**src/rtl/nibble_add_seq_if.sv**
```systemverilog
// nibble_add_seq_if: start/busy/done handshake, operands and result of the sequential nibble adder.
// Carries the optional sub line when NIBBLE_ADD_SEQ_SUB_EN is defined.
interface nibble_add_seq_if #(parameter int NIBBLES = 4);
    logic                   start;
    logic [4*NIBBLES-1:0]   a;
    logic [4*NIBBLES-1:0]   b;
    logic                   ci;
`ifdef NIBBLE_ADD_SEQ_SUB_EN
    logic                   sub;
`endif
    logic                   busy;
    logic                   done;
    logic [4*NIBBLES-1:0]   s;
    logic                   co;
    modport master(output start, a, b, ci, input busy, done, s, co
`ifdef NIBBLE_ADD_SEQ_SUB_EN
        , output sub
`endif
    );
    modport slave(input start, a, b, ci, output busy, done, s, co
`ifdef NIBBLE_ADD_SEQ_SUB_EN
        , input sub
`endif
    );
endinterface

```
**src/rtl/nibble_add_seq.sv**
```systemverilog
// nibble_add_seq: wide add built from one 4-bit slice, one nibble per clock, LSB nibble first.
// Defining NIBBLE_ADD_SEQ_SUB_EN adds a sub input that turns the operation into a - b.
module nibble_add_seq #(
    parameter int NIBBLES = 4
) (
    input  logic             clk,
    input  logic             rst_n,
    nibble_add_seq_if.slave  bus
);
    localparam int W  = 4 * NIBBLES;
    localparam int IW = NIBBLES > 1 ? $clog2(NIBBLES) : 1;
    typedef enum logic {IDLE, RUN} state_t;
    state_t          state_q;
    logic [IW-1:0]   idx_q;
    logic            carry_q;
    logic [W-1:0]    a_q, b_q, part_q, part_d, s_q;
    logic            busy_q, done_q, co_q;
    logic [3:0]      a_n, b_n;
    logic [4:0]      nsum;
    logic [W-1:0]    b_in;
    logic            c_in;
    logic            last;
`ifdef NIBBLE_ADD_SEQ_SUB_EN
    // Two's-complement subtract: invert B and force the initial carry.
    assign b_in = bus.sub ? ~bus.b : bus.b;
    assign c_in = bus.sub ? 1'b1 : bus.ci;
`else
    assign b_in = bus.b;
    assign c_in = bus.ci;
`endif
    assign a_n    = 4'(a_q >> {idx_q, 2'b00});
    assign b_n    = 4'(b_q >> {idx_q, 2'b00});
    assign nsum   = {1'b0, a_n} + {1'b0, b_n} + {4'b0, carry_q};
    assign part_d = part_q | (W'(nsum[3:0]) << {idx_q, 2'b00});
    assign last   = idx_q == IW'(NIBBLES - 1);
    always_ff @(posedge clk) begin
        if (!rst_n) begin
            state_q <= IDLE;
            idx_q   <= '0;
            carry_q <= 1'b0;
            a_q     <= '0;
            b_q     <= '0;
            part_q  <= '0;
            busy_q  <= 1'b0;
            done_q  <= 1'b0;
            s_q     <= '0;
            co_q    <= 1'b0;
        end else begin
            done_q <= 1'b0;
            if (state_q == IDLE) begin
                if (bus.start) begin
                    state_q <= RUN;
                    busy_q  <= 1'b1;
                    a_q     <= bus.a;
                    b_q     <= b_in;
                    carry_q <= c_in;
                    idx_q   <= '0;
                    part_q  <= '0;
                end
            end else begin
                part_q  <= part_d;
                carry_q <= nsum[4];
                idx_q   <= idx_q + IW'(1);
                if (last) begin
                    state_q <= IDLE;
                    busy_q  <= 1'b0;
                    s_q     <= part_d;
                    co_q    <= nsum[4];
                    done_q  <= 1'b1;
                end
            end
        end
    end
    assign bus.busy = busy_q;
    assign bus.done = done_q;
    assign bus.s    = s_q;
    assign bus.co   = co_q;
endmodule

```
**src/flat_wrapper.sv**
```systemverilog
// flat-port wrapper written by rule: the top's interface ports become plain ports
module nibble_add_seq_flat 
#(
    parameter int NIBBLES = 4
)
  (clk, rst_n, bus_start, bus_a, bus_b, bus_ci, bus_busy, bus_done, bus_s, bus_co);
  nibble_add_seq_if #(.NIBBLES(NIBBLES)) bus_i ();
  input  logic clk;
  input  logic rst_n;
  input wire logic [$bits(bus_i.start)-1:0] bus_start;
  input wire logic [$bits(bus_i.a)-1:0] bus_a;
  input wire logic [$bits(bus_i.b)-1:0] bus_b;
  input wire logic [$bits(bus_i.ci)-1:0] bus_ci;
  output wire logic [$bits(bus_i.busy)-1:0] bus_busy;
  output wire logic [$bits(bus_i.done)-1:0] bus_done;
  output wire logic [$bits(bus_i.s)-1:0] bus_s;
  output wire logic [$bits(bus_i.co)-1:0] bus_co;
  assign bus_i.start = bus_start;
  assign bus_i.a = bus_a;
  assign bus_i.b = bus_b;
  assign bus_i.ci = bus_ci;
  assign bus_busy = bus_i.busy;
  assign bus_done = bus_i.done;
  assign bus_s = bus_i.s;
  assign bus_co = bus_i.co;
  nibble_add_seq #(.NIBBLES(NIBBLES)) u_core (.clk(clk), .rst_n(rst_n), .bus(bus_i));
endmodule
```
**config.mk**
```make
export PLATFORM = sky130hd
export DESIGN_NAME = nibble_add_seq_flat
export DESIGN_NICKNAME = d
export VERILOG_FILES = /design/src/rtl/nibble_add_seq_if.sv /design/src/rtl/nibble_add_seq.sv /design/src/flat_wrapper.sv
export SDC_FILE = /design/constraint.sdc
export NUM_CORES = 1
export LEC_CHECK = 0
export ABC_AREA = 1
export BUFFER_PORTS_ARGS = -buffer_cell sky130_fd_sc_hd__buf_2
export CORE_MARGIN = 4
export CORE_UTILIZATION = 25
export CTS_CLUSTER_SIZE = 14
export DETAILED_ROUTE_END_ITERATION = 8
export SETUP_SLACK_MARGIN = 0.5
export SLEW_MARGIN = 10
export SYNTH_ARGS = -nofsm -noshare
export SYNTH_HDL_FRONTEND = slang
export SYNTH_SLANG_ARGS = --single-unit
```
**constraint.sdc**
```tcl
create_clock -name clk -period 3.26 [get_ports clk]
set_clock_uncertainty 0.1 [all_clocks]
set_input_delay 0.652 -clock clk [delete_from_list [all_inputs] [get_ports clk]]
set_output_delay 0.652 -clock clk [all_outputs]
set_load 0.1 [all_outputs]
```
==> results.py, run 1 <==
metrics = {
    "status": {
        "status": "complete, no violations",
    },
    "timing": {
        "whs_ps": 351,
        "rsz0062_at_grt": "no",
        "tns_ps": 0,
        "tightest_slew_ps": 558,
        "period_needed_ps": 2550,
        "max_slew_margin_pct": 62.8,
        "finalSetupViolations": 0,
        "fin_crit_sh_pct": 78.3,
        "slew_viol_final": 0,
        "hold_violations": 0,
        "max_freq_mhz": 392,
    },
    "clock_tree": {
        "cts_sinks": 71,
        "cts-htree-levels": 3,
        "holdBufCountCts": 0,
        "clkLatencyLatePin_ps": 330,
        "cts_root_buffer": "clkbuf_16",
        "clk_path_buf_depth": 2,
        "cts_resized": 0,
        "cts_tree": "yes",
        "post_cts_buffers": 0,
        "cts_inserted_buffers": 9,
        "clk_pin_slew_ps": 60,
    },
    "critical_path": {
        "r2r-end": "u_core.part_q[10]",
        "cp-start-kind": "flop",
        "cp_max_fo": 23,
        "r2r_setup_slack_ps": 710,
        "endpoint": "u_core.part_q[10]",
        "critical_path_arrival_ps": 2690,
        "rr_worst_depth": 11,
        "cp.required_ps": 3400,
        "crit_type": "reg -> reg",
        "end_kind": "flop",
        "crit_start": "u_core.idx_q[0]",
        "reg2reg_from": "u_core.idx_q[0]",
    },
    "finish": {
        "area_delta_synth_final_pct": 24.9,
        "final_util_pct": 32.1,
        "num-nets-final": 474,
        "diodes": 0,
        "drive_above_1_share_pct": 22.2,
    },
    "drt": {
        "ant_nets": 0,
        "drc": 0,
        "vias": 2594,
        "viasPerCell": 4.47,
        "dr.pass1.iters": 4,
        "wl_um": 7400,
        "routedWlPerCell_um": 12.8,
        "drt_iter0_markers": 89,
    },
    "synthesis": {
        "synthTopCellsByArea": "dfxtp_1, o21ai_0, nor2_1, nand2_1, inv_1",
        "netlist_area_sq_um": 2960,
        "syn_inst": 384,
        "synth_nets": 426,
        "synth_top_area_cell": "dfxtp_1",
        "synth_top_area_share_pct": 48.0,
        "synth-seq-area-share_pct": 48.0,
        "synth_cell_types": 25,
        "yosysWarnings": 0,
        "avgSynthCellArea_sq_um": 7.71,
        "synth_seq_cells": 71,
    },
    "hold_path": {
        "hold_path_class": "reg -> reg",
    },
    "job": {
        "maxCapViolCount": 0,
    },
    "pwr": {
        "ir_drop_v": 0.000277,
        "p_sw_share_pct": 24.5,
        "clkPwrFrac_pct": 48.5,
        "pwr-share-seq_pct": 39.2,
        "power_switching_uw": 584,
        "powerDensity_nw_per_um2": 645,
        "p_int_uw": 1800,
        "leakagePower_uw": 0.00160,
        "combPwrFrac_pct": 12.3,
    },
    "floorplanning": {
        "start_util_pct": 25.7,
        "rows": 39,
        "die_area_sq_um": 13600,
        "core_sq_um": 11500,
        "ios": 55,
        "die_y_um": 117,
        "die_x_um": 117,
    },
    "global_routing": {
        "grt_usage_pct": 11.5,
        "grt_max_degree": 36,
        "antenna_found_initial": 0,
        "grt_overflow_total": 0,
        "grt_pass1_vias": 2547,
        "grt_pass1_wl_um": 12300,
    },
    "placement": {
        "gp_congestion": 0.802,
        "io_buffers": 54,
        "hpwl_um": 5300,
    },
}
==> flip-flops by register name, summed over array words and instances (netlist names) <==
name / cells
u_core.bus.co: 1
u_core.idx_q: 2
u_core.bus.done: 1
u_core.a_q: 16
u_core.bus.s: 16
u_core.carry_q: 1
u_core.bus.busy: 1
u_core.b_q: 16
u_core.state_q: 1
u_core.part_q: 16
==> cell usage in the layout, fill, tap and decap left out, types with 3 or more instances in the layout <==
cell type and n:
buf_2 54, dfxtp_1 71, nor2_1 84, ha_1 4, inv_2 5, nand2_1 43
o21ai_0 65, clkbuf_16 9, buf_4 3, nand3_1 6, inv_1 31, o21ai_2 10
a211oi_1 10, o22ai_1 8, nand4_1 4, a21oi_1 9, bufinv_16 3
==> worst min path at each step <==
stage | start | to | cells past startpoint
detailed placement | u_core.bus.s[12] | u_core.bus.s[12] | 2
global route | u_core.bus.s[12] | u_core.bus.s[12] | 2
floorplan | u_core.part_q[0] | u_core.part_q[0] | 2
global placement | u_core.bus.s[15] | u_core.bus.s[15] | 2
CTS | u_core.bus.s[12] | u_core.bus.s[12] | 2
finish | u_core.bus.s[7] | u_core.bus.s[7] | 2
==> layer usage <==
metal,global-route usage [%],part of all wire [%]
met5,0,0
met4,3.75,1.3
met1,15.3,50
met3,3.91,5.2
met2,17.4,44
==> kinds of logic (layout without fill, tap and decap cells) <==
kind of cell    Yosys count  count (layout)  synth area share [%]
simple gates            143             143                  20.0
compound gates          106             106                  20.5
fa+ha+maj                 6               6                  3.04
buf+inv                  58             111                  8.37
flops                    71              71                  48.0
==> critical path, cell delays in order, from the launching register on <==
cell and delay (ps):
dfxtp_1 350, buf_6 170, inv_4 110, o21ai_0 180
o22ai_1 120, fa_2 390, fa_1 390, nand2_1 120
nand3_1 100, o21ai_0 160, inv_1 80, a211oi_1 180
==> cells in the mapped netlist <==
library cell and number:
nor2_1 84, dfxtp_1 71, o21ai_0 66, nand2_1 43
inv_1 31, clkbuf_1 12, a211oi_1 10, o21ai_2 10
a21oi_1 9, o22ai_1 8, inv_2 6, nand3_1 6
buf_2 5, ha_1 4, nand4_1 4, buf_6 3
a31oi_1 2, fa_1 2, nor2_2 2, clkbuf_2 1
nand2_2 1, nand2_4 1, nor2_4 1, nor2_8 1
o21a_1 1
==> per-stage QoR <==
stage / instances / setup slack (ps) / area [sq um] / total power [uW]
6_report: 580 / 708 / 3700 / 2380
5_1_grt: 580 / 541 / 3700 / 2480
4_1_cts: 580 / 559 / 3690 / 2400
3_5_place_dp: 564 / 582 / 3330 / 1240
3_3_place_gp: 564 / 719 / 3330 / 1240
2_1_floorplan: 384 / 847 / 2960 / 1160
==> area by class of cell <==
cell class | instances | area, sq um
well taps | 143 | 179
flip-flops and latches | 71 | 1420
inverters | 37 | 141
repair buffers | 58 | 304
multi-input cells | 255 | 1290
fillers | 1242 | 7820
clock buffers | 11 | 253
clock inverters | 5 | 104
==> power by group through the flow <==
stage,Clock (uW),Sequential [uW],Combinational [uW]
6_report,1160,935,292
2_1_floorplan,0,953,207
4_1_cts,1180,935,290
3_3_place_gp,0,953,282
5_1_grt,1210,939,336
3_5_place_dp,0,954,289
Note: power is estimated with default switching activity, not from simulation.
==> inputs of run 2 (changes only) <==
ABC_AREA = 0   (was 1)
clock period = 2.2 ns   (was 3.26 ns; I/O delays follow)
==> run 2 against run 1 <==
  * The flow now finishes with violations (negative setup slack)
  * Synthesized area rose by 2.0%
  * Final area rose by 8.4%
  * Flip-flop and latch count did not move
  * Via count barely moved
  * Sequential share of layout area fell by 2.9 points
  * Wire length rose by 4.7%
  * Register-to-register slack got worse by 970 ps
  * Utilization rose by 2.4 points
  * Largest cell class is now multi-input gates
  * Highest routed layer unchanged
==> results.py, run 2 <==
metrics = {
    "critical_path": {
        "cp.depth": 8,
        "slowest_stage": "mux4_2",
        "crit_family": "simple AND/OR/NAND/NOR gates",
        "reg2reg_from": "u_core.idx_q[0]",
        "end_kind": "flop",
        "critical_path_arrival_ps": 2620,
        "r2r-end": "u_core.bus.s[3]",
        "r2r_setup_slack_ps": -260,
        "worstPathCellList": "buf_4 -> buf_6 -> mux4_2 -> ha_4 -> nand3_4 -> and2_4 -> or4_4 -> a31oi_4",
        "rr_worst_depth": 8,
        "cp_max_fo": 4,
        "cp_num_buf_inv": 2,
        "cpPeakStageDelay_ps": 580,
        "cp-start-kind": "flop",
        "cp.required_ps": 2350,
        "crit_type": "reg -> reg",
    },
    "global_routing": {
        "grt_usage_pct": 11.4,
        "grt_overflow_total": 0,
        "grt_pass1_vias": 2655,
        "antenna_found_initial": 0,
        "grt_max_degree": 30,
        "grt_pass1_wl_um": 13000,
    },
    "clock_tree": {
        "cts_sinks": 71,
        "cts_inserted_buffers": 9,
        "clk_pin_slew_ps": 60,
        "cts_tree": "yes",
        "clk_path_buf_depth": 2,
        "cts_root_buffer": "clkbuf_16",
        "clkLatencyLatePin_ps": 330,
        "cts-htree-levels": 3,
        "holdBufCountCts": 0,
    },
    "synthesis": {
        "avgSynthCellArea_sq_um": 8.78,
        "synthAdderAreaFrac_pct": 2.98,
        "synth-edff-count": 0,
        "synth_compound_area_share_pct": 18.8,
        "synth_cell_types": 36,
        "synth_common_cells": "dfxtp_1, nand2_1, a21boi_0",
        "yosys.area_share.simple_pct": 19.2,
        "synth_ff_type": "dfxtp_1",
        "synth_top_area_cell": "dfxtp_1",
        "syn_inst": 344,
        "synth_top_family_by_area": "simple AND/OR/NAND/NOR gates",
        "synth_nets": 386,
        "synth.mux.area_fraction_pct": 6.67,
        "netlist_area_sq_um": 3020,
        "synthXorXnorAreaFrac_pct": 0.290,
        "synth-seq-area-share_pct": 47.1,
        "synth_top_area_share_pct": 47.1,
        "synth_seq_cells": 71,
        "async_flop_share_pct": 0,
        "yosysWarnings": 0,
        "synth.most_common_cell": "dfxtp_1",
        "synthTopCellsByArea": "dfxtp_1, nand2_1, a21boi_0, mux4_2, a21oi_1",
    },
    "finish": {
        "diodes": 0,
        "area_delta_synth_final_pct": 32.6,
        "final_cell_mix": "nand2_1, dfxtp_1, buf_2",
        "final_util_pct": 34.5,
        "drive_above_1_share_pct": 35.5,
        "num-nets-final": 444,
    },
    "floorplanning": {
        "die_x_um": 118,
        "ios": 55,
        "core_sq_um": 11600,
        "die_area_sq_um": 13900,
        "rows": 39,
        "die_y_um": 118,
        "start_util_pct": 26.0,
    },
    "hold_path": {
        "min_path_cells": 3,
        "hold_path_class": "in -> reg",
        "holdPathEnd": "u_core.a_q[9]",
        "hp-start": "bus_a[9]",
    },
    "drt": {
        "dr.pass1.iters": 4,
        "drt_iter0_markers": 142,
        "drc": 0,
        "ant_nets": 0,
        "routedWlPerCell_um": 14.1,
        "viasPerCell": 4.72,
        "wl_um": 7750,
        "vias": 2593,
    },
    "placement": {
        "io_buffers": 54,
        "gp_congestion": 0.778,
        "hpwl_um": 5560,
    },
    "timing": {
        "rsz0062_at_grt": "yes",
        "setup_slack_ps": -265,
        "slew_viol_final": 0,
        "max_slew_margin_pct": 55.2,
        "max_freq_mhz": 406,
        "period_needed_ps": 2460,
        "fin_crit_sh_pct": 112,
        "whs_ps": 264,
        "hold_violations": 0,
        "finalSetupViolations": 26,
        "tns_ps": -4620,
        "tightest_slew_ps": 671,
    },
    "pwr": {
        "powerDensity_nw_per_um2": 768,
        "finalPower_uw": 3080,
        "leakagePower_uw": 0.00158,
        "ir_drop_v": 0.000387,
    },
    "status": {
        "violations": "negative setup slack",
        "status": "finished, violations left",
    },
    "job": {
        "maxCapViolCount": 0,
    },
}
## run 2: cell types whose count changed in the layout (fill, tap and decap cells not counted), moves of 7 or more
cell and delta:
o21ai_2 -8, a21oi_2 +18, inv_1 -31, a211oi_1 -10
buf_4 +16, nor2_1 -58, a21boi_0 +32, o22ai_1 -8
o21ai_0 -50, mux4_2 +8, nand2_1 +26, a31oi_1 +7
## run 2: timing repair
item | CTS | global route
gates resized for setup | 22 | 17
cloned | 0 | 0
pin swaps | 11 | 23
endpoints found under the setup margin | 34 | 36
setup buffers | 5 | 1
## run 2: worst max-delay path by stage
stage / endpoint / startpoint
finish: u_core.bus.s[3] / u_core.idx_q[0]
global route: u_core.carry_q / u_core.idx_q[0]
CTS: u_core.bus.co / u_core.idx_q[0]
detailed placement: u_core.part_q[10] / u_core.idx_q[0]
global placement: u_core.part_q[14] / u_core.idx_q[0]
floorplan: u_core.carry_q / u_core.idx_q[0]
## run 2: final cells by class
cell class                      instances  area, sq um
Clock buffer                           11          243
Clock inverter                          4         22.5
Fill cell                            1182         7610
Inverter                                1         3.75
Multi-Input combinational cell        242         1670
Sequential cell                        71         1430
Tap cell                              143          179
Timing Repair Buffer                   77          467
## run 2: cells by family (layout without fill, tap and decap cells)
logic type               after synthesis  in the layout
AO/OA/AOI/OAI                         91             91
multiplexers                          10             10
flip-flops                            71             71
buffers and inverters                 31             93
AND/OR/NAND/NOR                      134            134
adder cells (fa/ha/maj)                6              6
XOR/XNOR                               1              1
## run 2: worst register-to-register path: cells and delay by family (launching register included)
family	cells	cell delay, ps
compound gates	1	160
fa+ha+maj	1	310
buf+inv	2	220
flops	1	370
mux	1	580
simple gates	3	660
## run 2: power breakdown
part / total [uW] / leakage [uW] / internal, uW / switching, uW
registers: 1360 / 0.000579 / 1330 / 26.7
logic: 417 / 0.000867 / 183 / 235
clock network: 1300 / 0.000131 / 781 / 522
## run 2: per-stage QoR
step                      cell area (sq um)  std cells  worst slack (ps)
after global routing                   4010        549              -368
after global placement                 3520        528              -261
after floorplan                        3100        344              -381
final                                  4010        549              -265
after CTS                              3930        548              -224
after detailed placement               3520        528              -301
## run 2: metal layers
metal / up-vias / track usage, % / share of wire (%)
met5: - / 0 / 0
met4: 0 / 2.42 / 0.76
met3: 6 / 3.84 / 5.4
met2: 66 / 19.2 / 48
met1: 1231 / 14.2 / 46
li1: 1290 / - / -
